[src/rtl/audio_pkg.sv]
// rtl/audio_pkg.sv - shared constants for the stereo audio gain stage
//
// Purpose : sample/gain widths, Q1.7 unity gain and the signed saturation
//           limits used by audio_gain_stage and gain_channel.
// Ports   : none (package).
// Config  : none; the optional ramp (VOLUME_RAMP_EN) lives in the top.

package audio_pkg;

  localparam int SAMPLE_W  = 24;
  localparam int FRAME_W   = 2 * SAMPLE_W;
  localparam int GAIN_W    = 8;

  // Gain is unsigned Q1.7: 7 fractional bits, so 0x80 is 1.0.
  localparam int GAIN_FRAC = 7;
  localparam logic [GAIN_W-1:0] GAIN_UNITY = 8'h80;

  localparam logic signed [SAMPLE_W-1:0] SAT_MAX = 24'sh7FFFFF;
  localparam logic signed [SAMPLE_W-1:0] SAT_MIN = 24'sh800000;

  // One-LSB step of a gain value toward a target; holds when equal.
  function automatic logic [GAIN_W-1:0] gain_step(input logic [GAIN_W-1:0] cur,
                                                  input logic [GAIN_W-1:0] tgt);
    logic [GAIN_W-1:0] nxt;
    nxt = cur;
    if (cur < tgt) begin
      nxt = cur + GAIN_W'(1);
    end else if (cur > tgt) begin
      nxt = cur - GAIN_W'(1);
    end
    return nxt;
  endfunction

endpackage

[src/rtl/gain_channel.sv]
// rtl/gain_channel.sv - one channel: signed multiply, Q1.7 shift, saturate
//
// Purpose : two-register datapath for a single audio channel. The first
//           register holds the full-width product, the second holds the
//           floor-shifted and saturated sample.
// Ports   : clk, arst_n    - clock, asynchronous active-low reset
//           en             - pipeline advance; both registers move together
//           in_sample      - signed input sample
//           in_gain        - unsigned Q1.7 effective gain for this sample
//           out_sample     - saturated, scaled sample (second register)

module gain_channel
  import audio_pkg::GAIN_FRAC;
#(
  parameter int SAMPLE_W = 24,
  parameter int GAIN_W   = 8
) (
  input  logic                       clk,
  input  logic                       arst_n,
  input  logic                       en,
  input  logic signed [SAMPLE_W-1:0] in_sample,
  input  logic        [GAIN_W-1:0]   in_gain,
  output logic signed [SAMPLE_W-1:0] out_sample
);

  // Sample times a zero-extended gain fits exactly in this width.
  localparam int PROD_W = SAMPLE_W + GAIN_W + 1;

  localparam logic signed [PROD_W-1:0] SAT_HI =
    {{(PROD_W-SAMPLE_W+1){1'b0}}, {(SAMPLE_W-1){1'b1}}};
  localparam logic signed [PROD_W-1:0] SAT_LO =
    {{(PROD_W-SAMPLE_W+1){1'b1}}, {(SAMPLE_W-1){1'b0}}};

  logic signed [PROD_W-1:0]   samp_x;
  logic signed [PROD_W-1:0]   gain_x;
  logic signed [PROD_W-1:0]   shifted;
  logic signed [PROD_W-1:0]   prod_d, prod_q;
  logic signed [SAMPLE_W-1:0] sat_d,  sat_q;

  always_comb begin
    samp_x = PROD_W'(in_sample);                 // sign extension
    gain_x = PROD_W'({1'b0, in_gain});           // gain is never negative
    prod_d = prod_q;
    if (en) begin
      prod_d = samp_x * gain_x;
    end
  end

  // Arithmetic shift floors toward minus infinity (no rounding), so -1/2
  // comes out as -1.
  always_comb begin
    shifted = prod_q >>> GAIN_FRAC;
    sat_d   = sat_q;
    if (en) begin
      if (shifted > SAT_HI) begin
        sat_d = SAT_HI[SAMPLE_W-1:0];
      end else if (shifted < SAT_LO) begin
        sat_d = SAT_LO[SAMPLE_W-1:0];
      end else begin
        sat_d = shifted[SAMPLE_W-1:0];
      end
    end
  end

  always_ff @(posedge clk or negedge arst_n) begin
    if (!arst_n) begin
      prod_q <= '0;
      sat_q  <= '0;
    end else begin
      prod_q <= prod_d;
      sat_q  <= sat_d;
    end
  end

  assign out_sample = sat_q;

endmodule

[src/rtl/audio_gain_stage.sv]
// rtl/audio_gain_stage.sv - stereo two-stage gain pipeline with valid/ready
//
// Purpose : scales each channel of a stereo frame by an unsigned Q1.7 gain,
//           saturating to the sample range. Stage 1 holds the products,
//           stage 2 the saturated results. The gain in effect for a frame is
//           fixed at acceptance and travels with it.
// Ports   : clk, arst_n          - clock, asynchronous active-low reset
//           in_data/valid/ready  - input frame, left in the upper half
//           out_data/valid/ready - output frame, same packing
//           gain_l, gain_r       - target gains, 0x80 = unity
//           mute                 - forces both target gains to zero
// Config  : VOLUME_RAMP_EN - when defined, each channel keeps an effective
//           gain register (reset 0) that moves one LSB per accepted frame
//           toward its target; otherwise the target is used directly.

module audio_gain_stage
  import audio_pkg::gain_step;
#(
  parameter int SAMPLE_W = 24,
  parameter int GAIN_W   = 8
) (
  input  logic                    clk,
  input  logic                    arst_n,
  input  logic [2*SAMPLE_W-1:0]   in_data,
  input  logic                    in_valid,
  output logic                    in_ready,
  output logic [2*SAMPLE_W-1:0]   out_data,
  output logic                    out_valid,
  input  logic                    out_ready,
  input  logic [GAIN_W-1:0]       gain_l,
  input  logic [GAIN_W-1:0]       gain_r,
  input  logic                    mute
);

  logic en;
  logic accept;
  logic s1_valid_d, s1_valid_q;
  logic s2_valid_d, s2_valid_q;

  logic [GAIN_W-1:0] tgt_l, tgt_r;
  logic [GAIN_W-1:0] eff_l, eff_r;

  logic signed [SAMPLE_W-1:0] out_l, out_r;

  // The whole pipe stalls only when the output register is full and
  // blocked; a bubble in S2 lets everything move.
  always_comb begin
    en       = out_ready | ~s2_valid_q;
    in_ready = en & arst_n;
    accept   = in_valid & in_ready;
  end

  always_comb begin
    tgt_l = mute ? '0 : gain_l;
    tgt_r = mute ? '0 : gain_r;
  end

  always_comb begin
    s1_valid_d = s1_valid_q;
    s2_valid_d = s2_valid_q;
    if (en) begin
      s1_valid_d = accept;
      s2_valid_d = s1_valid_q;
    end
  end

  always_ff @(posedge clk or negedge arst_n) begin
    if (!arst_n) begin
      s1_valid_q <= 1'b0;
      s2_valid_q <= 1'b0;
    end else begin
      s1_valid_q <= s1_valid_d;
      s2_valid_q <= s2_valid_d;
    end
  end

`ifdef VOLUME_RAMP_EN
  // The frame uses the register's current value; the register then moves
  // one step so the next accepted frame sees the updated gain.
  logic [GAIN_W-1:0] ramp_l_d, ramp_l_q;
  logic [GAIN_W-1:0] ramp_r_d, ramp_r_q;

  always_comb begin
    ramp_l_d = ramp_l_q;
    ramp_r_d = ramp_r_q;
    if (accept) begin
      ramp_l_d = gain_step(ramp_l_q, tgt_l);
      ramp_r_d = gain_step(ramp_r_q, tgt_r);
    end
  end

  always_ff @(posedge clk or negedge arst_n) begin
    if (!arst_n) begin
      ramp_l_q <= '0;
      ramp_r_q <= '0;
    end else begin
      ramp_l_q <= ramp_l_d;
      ramp_r_q <= ramp_r_d;
    end
  end

  always_comb begin
    eff_l = ramp_l_q;
    eff_r = ramp_r_q;
  end
`else
  always_comb begin
    eff_l = tgt_l;
    eff_r = tgt_r;
  end
`endif

  gain_channel #(
    .SAMPLE_W (SAMPLE_W),
    .GAIN_W   (GAIN_W)
  ) u_left (
    .clk        (clk),
    .arst_n     (arst_n),
    .en         (en),
    .in_sample  (in_data[2*SAMPLE_W-1:SAMPLE_W]),
    .in_gain    (eff_l),
    .out_sample (out_l)
  );

  gain_channel #(
    .SAMPLE_W (SAMPLE_W),
    .GAIN_W   (GAIN_W)
  ) u_right (
    .clk        (clk),
    .arst_n     (arst_n),
    .en         (en),
    .in_sample  (in_data[SAMPLE_W-1:0]),
    .in_gain    (eff_r),
    .out_sample (out_r)
  );

  always_comb begin
    out_data  = {out_l, out_r};
    out_valid = s2_valid_q;
  end

endmodule

[config.mk]
export PLATFORM = sky130hd
export DESIGN_NAME = audio_gain_stage
export DESIGN_NICKNAME = d
export VERILOG_FILES = /design/src/rtl/audio_pkg.sv /design/src/rtl/gain_channel.sv /design/src/rtl/audio_gain_stage.sv
export SDC_FILE = /design/constraint.sdc
export NUM_CORES = 1
export LEC_CHECK = 0
export ABC_AREA = 0
export CAP_MARGIN = 10
export CORE_MARGIN = 2
export CORE_UTILIZATION = 62
export CTS_CLUSTER_SIZE = 40
export DETAILED_ROUTE_END_ITERATION = 12
export PLACE_DENSITY = 0.92
export SETUP_SLACK_MARGIN = 0.05
export SYNTH_ARGS = -nofsm -noshare
export SYNTH_HDL_FRONTEND = slang
export SYNTH_HIERARCHICAL = 1
export SYNTH_SLANG_ARGS = --single-unit
[constraint.sdc]
create_clock -name clk -period 2.25 [get_ports clk]
set_clock_uncertainty 0.2 [all_clocks]
set_input_delay 0.225 -clock clk [delete_from_list [all_inputs] [get_ports clk]]
set_output_delay 0.225 -clock clk [all_outputs]
set_load 0.01 [all_outputs]
==> flow_summary.yaml, run 1 <==
logic_synthesis:
  netlist_area_sq_um: 17700
  synth_top_area_frac: 0.337
  synth_cells: 1997
  ys_top_cells_by_area: "fa_1 34%, dfrtp_1 14%, inv_1 9.1%"
  synth.largest_area_cell: "fa_1"
  synth.area.mux_share: 0.0228
  synth_seq_cells: 102
  synth-compound-area-share: 0.103
  synth_top_family_by_area: "adder cells"
  ys_seq_area_frac: 0.144
  yosys.area_share.adder: 0.424
  synth_edf_count: 0
  synth-xor-area-share: 0.0262
  avgSynthCellArea_sq_um: 8.88
  synth_fp_nets: 2488
  yosysWarnings: 6
  yosys.area_share.simple: 0.173
  yosysUniqueCellTypes: 75
  synthFlopType: "dfrtp_1"
  async_flop_share: 1.00
floorplan:
  rows: 61
  die_height_um: 173
  ioPinCount: 119
  initial_core_util: 0.635
  die_w_um: 173
clocking:
  cts_made_buffers: 9
  cts-root-buf: "clkbuf_16"
  htree_levels: 3
  clock_path_buffers: 2
  cts.sinks: 102
placed_design:
  hpwl_um: 46500
  gp_congestion: 0.957
  pre_cts_ws_ns: -3.67
  io_buffers: 118
  post_dp_cell_area_sq_um: 22400
  dp_cells: 2734
global_routing:
  grt_usage: 0.752
  grt_max_degree: 53
  grt_pass1_wl_um: 170000
  grt_pass1_vias: 25400
  grt_overflow: 332
outcome:
  stop_stage: "global routing (5_1_grt)"
  first-error: "[ERROR GRT-0116] Global routing finished with congestion. Check the congestion regions in the DRC Viewer."
  status: "stopped before the end"
-- Yosys cell counts (16+ instances only) --
master	count
and2_1	189
inv_1	429
dfrtp_1	102
o21ai_0	35
mux2_2	35
nand4_1	16
fa_1	298
ha_1	124
xnor2_1	38
nand2_1	255
clkbuf_1	59
a21oi_1	75
o2bb2ai_1	46
nor2_1	91
a21o_1	26
-- metal layers --
layer | overflow | global-route usage
met1 | 6 | 0.743
met2 | 223 | 0.936
met3 | 1 | 0.603
met4 | 102 | 0.764
met5 | 0 | 0.120
-- timing repair --
item | CTS
buffers inserted | 89
resized for setup | 431
setup endpoints to repair | 52
pin swaps | 231
endpoints found under the hold margin | 102
hold buffers | 1
gates cloned | 15
-- kinds of logic after synthesis --
family,count (synthesis)
buf+inv,502
simple gates,617
compound gates,265
fa+ha+maj,422
xor+xnor,53
mux,36
flops,102
-- per-stage QoR --
stage / setup TNS (ns) / util
after CTS: -127.48 / 0.906
after detailed placement: -175.11 / 0.803
after floorplan: -116.01 / -
after global placement: -165.41 / 0.803
==> inputs of run 2 (changes only) <==
--- a/config.mk
+++ b/config.mk
@@ -8,11 +8,9 @@
 export ABC_AREA = 0
 export CAP_MARGIN = 10
 export CORE_MARGIN = 2
-export CORE_UTILIZATION = 62
-export CTS_CLUSTER_SIZE = 40
+export CORE_UTILIZATION = 40
 export DETAILED_ROUTE_END_ITERATION = 12
-export PLACE_DENSITY = 0.92
-export SETUP_SLACK_MARGIN = 0.05
+export PLACE_DENSITY_LB_ADDON = 0.15
 export SYNTH_ARGS = -nofsm -noshare
 export SYNTH_HDL_FRONTEND = slang
 export SYNTH_HIERARCHICAL = 1
==> run 2 against run 1 <==
Compared with the run above: the flow now finishes, with violations (setup timing); synthesized cell count stayed put; area after synthesis stayed put.
==> flow_summary.yaml, run 2 <==
outcome:
  status: "finished with violations"
  violations: "setup timing"
timing:
  fin_crit_sh: 2.19
  max_freq_ghz: 0.203
  tightest_slew_ns: 0.568
  hold_violations: 0
  rsz0062_at_grt: "true"
  finalSetupViolCount: 52
  period_minus_slack_ns: 4.93
  slew_viol_final: 0
  hold_ws_ns: 0.250
  setup_ws_ns: -2.68
  max_slew_margin: 0.621
logic_synthesis:
  synth_top_family_by_area: "adder cells"
  synthFlopType: "dfrtp_1"
  avgSynthCellArea_sq_um: 8.88
  yosysMostFrequentCell: "inv_1"
  ys_top_cells_by_area: "fa_1 34%, dfrtp_1 14%, inv_1 9.1%"
  yosysUniqueCellTypes: 75
  ys_seq_area_frac: 0.144
  synth.largest_area_cell: "fa_1"
  synth_cells: 1997
  synth_top_area_frac: 0.337
  synth-compound-area-share: 0.103
  synth_fp_nets: 2488
  yosys.area_share.adder: 0.424
  yosys.area_share.simple: 0.173
  ys_top_cells_by_count: "429 x inv_1, 298 x fa_1, 255 x nand2_1"
  synth_seq_cells: 102
  synth-xor-area-share: 0.0262
  yosysWarnings: 6
  synth.area.mux_share: 0.0228
  async_flop_share: 1.00
  netlist_area_sq_um: 17700
  synth_edf_count: 0
clocking:
  htree_levels: 3
  cts_tree: "built"
  clk_latency_ns: 0.34
  cts.sinks: 102
  clk_transition_reported_paths_ns: 0.07
  cts_made_buffers: 9
  clock_path_buffers: 2
  cts-root-buf: "clkbuf_16"
placed_design:
  dp_cells: 2955
  io_buffers: 118
  post_dp_cell_area_sq_um: 22800
  hpwl_um: 39000
  gp_congestion: 0.846
worst_setup_path:
  critical_path_required_ns: 2.30
  start_kind: "input port"
  worstSetupPathType: "input port to register"
  worst_setup_path_end_kind: "register"
  crit_fanout: 4
  cp.arrival_ns: 4.98
finish:
  layout.cells.non_filler: 3043
  diodes: 0
  syn_to_final_growth_pct: 41.9
  final_layout_size_suffix_gt1_frac: 0.308
  mostFrequentLayoutCells: "391 x inv_1, 314 x buf_4, 293 x fa_1"
  fillerInstances: 3926
  final_net_count: 2938
  postLayoutCellArea_sq_um: 25100
  top_regs: "u_left/prod_q: 26 flops, u_right/prod_q: 26 flops"
  final_common_cell: "inv_1"
drt:
  antenna_left: 0
  wl_um: 48700
  firstDrtPassIters: 5
  route.detailed.drc: 0
  drt-wirelength-per-cell_um: 16.0
  drt_iter0_drc: 639
  avgViaCountPerCell: 4.83
  route.vias.total: 14700
global_routing:
  grt_pass1_vias: 16100
  grt_pass1_wl_um: 80200
  antenna_found_initial: 1
  grt_max_degree: 104
  grt_usage: 0.213
  grt_overflow: 0
pwr:
  fin_total_pwr_uw: 21100
  powerDensity_nw_per_um2: 840
  ir_drop_v: 0.000550
  power_leakage_uw: 0.0127
run:
  maxCapViolCount: 0
floorplan:
  coreArea_sq_um: 44000
  rows: 77
  die_w_um: 215
  ioPinCount: 119
  initial_core_util: 0.403
  die_height_um: 215
  dieArea_sq_um: 46000
min_path:
  hold_class: "input port to register"
-- run 2: layer usage --
layer | track usage | vias up | wire (um)
li1 | - | 7044 | -
met1 | 0.256 | 7367 | 20100
met2 | 0.412 | 223 | 26500
met3 | 0.0152 | 59 | 1050
met4 | 0.0493 | 0 | 1040
met5 | 0 | - | 0
-- run 2: what timing repair did --
item	4_1_cts	5_1_grt
buffers inserted	39	35
pin swaps	69	102
endpoints found under the setup margin	52	52
endpoints found under the hold margin	102	0
gates resized for setup	119	199
gates cloned	1	5
hold buffers	1	0
-- run 2: critical path, stage by stage --
cell and delay (ns):
buf_8 0.11, buf_12 0.12, and2b_4 0.27, buf_12 0.11, buf_8 0.09, buf_12 0.10
nand2_4 0.04, fa_1 0.47, inv_1 0.05, fa_1 0.51, inv_2 0.05, fa_1 0.48
fa_1 0.52, inv_2 0.05, ha_4 0.28, nand3_4 0.08, buf_6 0.13, nor2_4 0.12
a21oi_4 0.08, a2111o_1 0.50, a211oi_4 0.30, nor2_1 0.08, o311ai_2 0.22
-- run 2: worst paths after layout --
check,to,slack [ns],cells after the start,startpoint
min in group asynchronous,s1_valid_q,0.28,3,arst_n
max,u_left/prod_q[31],-2.68,23,mute
max in group asynchronous,u_right/out_sample[8],1.11,3,arst_n
min reg2reg,out_valid,0.25,2,s1_valid_q
max reg2reg,u_right/prod_q[32],0.55,4,out_valid
min,s1_valid_q,0.25,3,in_valid
-- run 2: metrics by stage --
stage	setup TNS, ns	util	setup slack (ns)
final	-129.17	0.571	-2.68
after global routing	-136.60	0.571	-2.84
after CTS	-135.35	0.545	-2.84
after detailed placement	-169.77	0.518	-3.52
after global placement	-168.00	0.518	-3.50
after floorplan	-116.01	-	-2.49
-- run 2: cell families after synthesis --
| group | after synthesis |
|---|---|
| XOR/XNOR | 53 |
| flip-flops | 102 |
| buffers and inverters | 502 |
| multiplexers | 36 |
| AND/OR/NAND/NOR | 617 |
| AO/OA/AOI/OAI | 265 |
| adder cells (fa/ha/maj) | 422 |
-- run 2: where the power goes --
part,leakage (uW),internal (uW),switching [uW],total (uW)
combinational,0.0113,8170,7900,16100
clock,0.000154,978,685,1660
sequential,0.00123,2780,620,3400
-- run 2: final cells by class --
type	instances	area, sq um	area share
well taps	592	741	0.0295
repair buffers	510	4760	0.189
clock buffers	9	225	0.00896
multi-input cells	1393	15200	0.603
inverters	431	1620	0.0643
flip-flops and latches	102	2550	0.101
clock inverters	6	92.6	0.00368
(Power assumes the default switching activity.)
==> inputs of run 3 (changes only) <==
--- a/config.mk
+++ b/config.mk
@@ -10,7 +10,6 @@
 export CORE_MARGIN = 2
 export CORE_UTILIZATION = 40
 export DETAILED_ROUTE_END_ITERATION = 12
-export PLACE_DENSITY_LB_ADDON = 0.15
 export SYNTH_ARGS = -nofsm -noshare
 export SYNTH_HDL_FRONTEND = slang
 export SYNTH_HIERARCHICAL = 1
==> run 3 against run 2 <==
Compared with the run above: the flow still finishes with violations (setup timing); critical endpoint is now u_right/prod_q[32]; non-clock buffer count is 32 higher; total power increased by 5.2%; sequential cell count did not move; critical path depth fell by 3; global-route usage rose by 0.49 points.
==> flow_summary.yaml, run 3 (synthesis results as in run 2) <==
outcome:
  status: "finished with violations"
  violations: "setup timing"
clocking:
  cts-root-buf: "clkbuf_16"
  cts.sinks: 102
  clk_latency_ns: 0.34
  htree_levels: 3
  clock_path_buffers: 2
  clk_transition_reported_paths_ns: 0.07
  cts_made_buffers: 9
  cts_tree: "built"
floorplan:
  die_height_um: 215
  dieArea_sq_um: 46000
  rows: 77
  coreArea_sq_um: 44000
  ioPinCount: 119
  die_w_um: 215
  initial_core_util: 0.403
drt:
  drt_iter0_drc: 627
  drt-wirelength-per-cell_um: 16.0
  wl_um: 49100
  route.detailed.drc: 0
  route.vias.total: 14800
  avgViaCountPerCell: 4.82
  firstDrtPassIters: 5
  antenna_left: 0
timing:
  max_freq_ghz: 0.203
  max_slew_margin: 0.441
  slew_viol_final: 0
  setup_ws_ns: -2.69
  tightest_slew_ns: 0.838
  finalSetupViolCount: 52
  period_minus_slack_ns: 4.94
  rsz0062_at_grt: "true"
  fin_crit_sh: 2.19
  finalSetupTns_ns: -129.24
  hold_violations: 0
global_routing:
  antenna_found_initial: 0
  grt_pass1_vias: 16400
  grt_pass1_wl_um: 82400
  grt_max_degree: 66
  grt_overflow: 0
  grt_usage: 0.218
finish:
  final_layout_size_suffix_gt1_frac: 0.343
  syn_to_final_growth_pct: 45.8
  top_regs: "u_left/prod_q: 26 flops, u_right/prod_q: 26 flops"
  final_net_count: 2972
  utilization: 0.587
  fillerInstances: 3758
  multi_input_area_sq_um: 15600
  final_common_cell: "inv_1"
  ff_latch_area_sq_um: 2550
  diodes: 0
  mostFrequentLayoutCells: "384 x inv_1, 317 x buf_4, 283 x fa_1"
pwr:
  pwr-share-seq: 0.153
  switching_share: 0.438
  p_comb_frac: 0.776
  power_leakage_uw: 0.0130
  clockPowerShare: 0.071
  p_sw_uw: 9750
  p_int_uw: 12500
  powerDensity_nw_per_um2: 861
  ir_drop_v: 0.000510
worst_setup_path:
  cp.arrival_ns: 4.96
  worstReg2RegEnd: "u_right/prod_q[23]"
  r2r-start: "out_valid"
  start_kind: "input port"
  worst_setup_path_end_kind: "register"
  worstSetupPathType: "input port to register"
  reg2reg_slack_ns: 0.36
  reg2reg_depth: 4
  crit_fanout: 7
  critical_path_required_ns: 2.27
run:
  maxCapViolCount: 0
placed_design:
  pre_cts_ws_ns: -3.52
  io_buffers: 118
  gp_congestion: 0.884
  hpwl_um: 38200
min_path:
  hold_class: "input port to async pin"
-- run 3: worst max path at each step --
stage / startpoint / end / slack (ns) / depth (start not counted)
CTS: mute / u_left/prod_q[31] / -2.69 / 20
detailed placement: mute / u_right/prod_q[32] / -3.52 / 22
global placement: mute / u_left/prod_q[20] / -3.46 / 19
finish: mute / u_right/prod_q[32] / -2.69 / 20
global route: mute / u_right/prod_q[32] / -2.81 / 22
floorplan: mute / u_right/prod_q[32] / -2.49 / 19
-- run 3: layout make-up --
type	count	share of cell area
multi-input cells	1395	0.604
repair buffers	542	0.195
flip-flops and latches	102	0.0988
inverters	431	0.0627
well taps	592	0.0287
clock buffers	10	0.00886
clock inverters	6	0.00276
-- run 3: what timing repair did --
| action | in CTS | in global routing |
|---|---|---|
| resized for setup | 313 | 151 |
| endpoints found under the hold margin | 103 | 0 |
| setup endpoints to repair | 52 | 52 |
| buffers inserted | 79 | 17 |
| hold buffers | 1 | 0 |
| gates cloned | 10 | 0 |
| pin swaps | 173 | 145 |
-- run 3: per-layer routing --
metal,track usage,share of wire,vias up
li1,-,-,7107
met1,0.277,0.43,7480
met2,0.414,0.54,212
met3,0.0133,0.018,46
met4,0.0310,0.012,0
met5,0,0,-
-- run 3: power groups by stage --
stage	combinational [uW]	sequential [uW]	clock [uW]
2_1_floorplan	8620	3390	0
3_3_place_gp	14000	3420	0
3_5_place_dp	14200	3410	0
4_1_cts	16300	3410	1610
5_1_grt	18800	3510	1680
6_report	17300	3410	1570
-- run 3: stage by stage --
stage | std cells | area, sq um | hold slack [ns] | power (uW)
after global routing | 3078 | 25800 | 0.0127 | 24000
after CTS | 3067 | 25200 | 0.0109 | 21300
after global placement | 2963 | 22800 | -0.171 | 17400
after detailed placement | 2963 | 22800 | -0.172 | 17600
after floorplan | 1997 | 18900 | -0.271 | 12000
final | 3078 | 25800 | 0.0172 | 22200
-- run 3: critical path, stage by stage --
cell and delay, ns:
buf_12 0.11, buf_12 0.13, buf_16 0.14, and2b_4 0.34, nand2_1 0.11, fa_1 0.51
fa_1 0.55, inv_2 0.05, fa_1 0.53, inv_1 0.05, fa_1 0.49, inv_2 0.05
ha_4 0.23, and3_4 0.16, a221o_1 0.35, a31oi_2 0.17, o31a_4 0.23, o21ai_4 0.07
and4_4 0.16, or3_1 0.29
==> inputs of run 4 (changes only) <==
--- a/config.mk
+++ b/config.mk
@@ -10,6 +10,8 @@
 export CORE_MARGIN = 2
 export CORE_UTILIZATION = 40
 export DETAILED_ROUTE_END_ITERATION = 12
+export GPL_TIMING_DRIVEN = 0
+export SETUP_SLACK_MARGIN = 0.1
 export SYNTH_ARGS = -nofsm -noshare
 export SYNTH_HDL_FRONTEND = slang
 export SYNTH_HIERARCHICAL = 1
==> run 4 against run 3 <==
Compared with the run above: the flow still finishes with violations (setup timing); critical path depth stayed put; non-clock buffer count shrank 174; highest routed layer unchanged; largest power group unchanged; die area did not move.
==> flow_summary.yaml, run 4 (synthesis results as in run 2) <==
outcome:
  status: "finished with violations"
  violations: "setup timing"
finish:
  fillerInstances: 3932
  mostFrequentLayoutCells: "392 x inv_1, 286 x fa_1, 176 x and2_1"
  syn_to_final_growth_pct: 37.0
  multi_input_area_sq_um: 15500
  final_common_cell: "inv_1"
  ff_latch_area_sq_um: 2550
  layout.cells.non_filler: 2902
  final_layout_size_suffix_gt1_frac: 0.274
  diodes: 0
  top_regs: "u_left/prod_q: 26 flops, u_right/prod_q: 26 flops"
  utilization: 0.552
  final_net_count: 2796
timing:
  setup_ws_ns: -2.77
  hold_ws_ns: 0.233
  max_freq_ghz: 0.199
  rsz0062_at_grt: "true"
  period_minus_slack_ns: 5.02
  finalSetupViolCount: 52
  slew_viol_final: 0
  hold_violations: 0
  max_slew_margin: 0.515
  fin_crit_sh: 2.23
  tightest_slew_ns: 0.727
worst_setup_path:
  crit_top_cell: "fa_1"
  start_kind: "input port"
  reg2reg_depth: 6
  r2r-start: "out_valid"
  critPathLaunch: "gain_l[5]"
  crit_fanout: 8
  path_cells: "dlygate4sd2_1 -> nor2b_4 -> buf_12 -> clkbuf_4 -> and2_1 -> fa_1 -> fa_2 -> fa_1 -> inv_1 -> fa_1 -> inv_1 -> ha_1 -> clkbuf_8 -> nand4_1 -> nor2_4 -> a31oi_2 -> a31oi_4 -> a311oi_2 -> xnor2_1 -> mux2_4"
  max_stage_delay_ns: 0.57
  worst_setup_path_end_kind: "register"
  worstSetupPathDepth: 20
  critPathSlowestCell: "fa_1"
  critical_path_required_ns: 2.29
  cp_top_family: "adder cells"
  cp.arrival_ns: 5.06
  crit_buf_inv: 6
  worstSetupPathType: "input port to register"
floorplan:
  ioPinCount: 119
  rows: 77
  die_height_um: 215
  coreArea_sq_um: 44000
  die_w_um: 215
  initial_core_util: 0.403
  dieArea_sq_um: 46000
global_routing:
  grt_max_degree: 72
  grt_usage: 0.227
  grt_overflow: 0
  antenna_found_initial: 0
  grt_pass1_wl_um: 83700
  grt_pass1_vias: 16100
min_path:
  hold_class: "input port to async pin"
drt:
  avgViaCountPerCell: 5.03
  drt-wirelength-per-cell_um: 17.9
  firstDrtPassIters: 5
  drt_iter0_drc: 829
  antenna_left: 0
  route.detailed.drc: 0
  wl_um: 52100
  route.vias.total: 14600
clocking:
  cts_tree: "built"
  htree_levels: 3
  cts.sinks: 102
  clk_transition_reported_paths_ns: 0.07
  cts_made_buffers: 9
  cts-root-buf: "clkbuf_16"
  clock_path_buffers: 2
  clk_latency_ns: 0.35
pwr:
  powerDensity_nw_per_um2: 847
  ir_drop_v: 0.000487
  power_leakage_uw: 0.0121
run:
  maxCapViolCount: 0
placed_design:
  gp_congestion: 0.870
  dp_cells: 2707
  hpwl_um: 39100
  io_buffers: 117
==> run 4: worst register-to-register path, delay by kind of cell, from the launching register on <==
kind	cells	cell delay (ns)
buffers and inverters	3	0.94
DFF	1	0.41
AOI/OAI and AO/OA	2	0.37
and+or+nand+nor	1	0.11
==> run 4: where the power goes <==
part	switching (uW)	internal [uW]
Sequential	612	2780
Combinational	8200	7530
Clock	670	785
==> run 4: final cells by class <==
cell class / instances / area share
buffer: 68 / 0.0332
tap: 592 / 0.0305
clock inverter: 4 / 0.00124
multi-input combinational: 1393 / 0.636
clock buffer: 12 / 0.0101
timing repair buffer: 300 / 0.117
sequential: 102 / 0.105
inverter: 431 / 0.0669
==> run 4: final timing paths <==
path | to | slack [ns]
setup / recovery | u_left/prod_q[30] | -2.77
hold / removal | s1_valid_q | 0.23
setup reg to reg | u_right/prod_q[23] | 0.10
hold reg to reg | out_valid | 0.25
max in group asynchronous | u_right/out_sample[13] | 1.26
min in group clk | s1_valid_q | 0.25
==> run 4: routing by layer <==
metal  GRT usage  up-vias  routed length [um]
met5           0        -                   0
met4      0.0822        0                1940
met3      0.0210      105                1640
met2       0.417      326               27300
met1       0.276     7390               21200
li1            -     6786                   -
==> run 4: timing repair <==
item,CTS,global route
setup buffers,105,67
setup endpoints to repair,76,77
hold buffers,2,0
resized for setup,264,210
endpoints found under the hold margin,31,0
pin swaps,169,160
cloned,12,2
==> run 4: through the flow <==
step	power, uW	instance area (sq um)	setup TNS, ns	setup WS [ns]
after floorplan	12000	18900	-116.01	-2.49
after CTS	18900	22900	-127.41	-2.71
after global routing	22200	24300	-135.34	-2.89
after detailed placement	15800	20900	-202.60	-4.20
after global placement	15600	20800	-533.91	-4.19
final	20600	24300	-128.54	-2.77
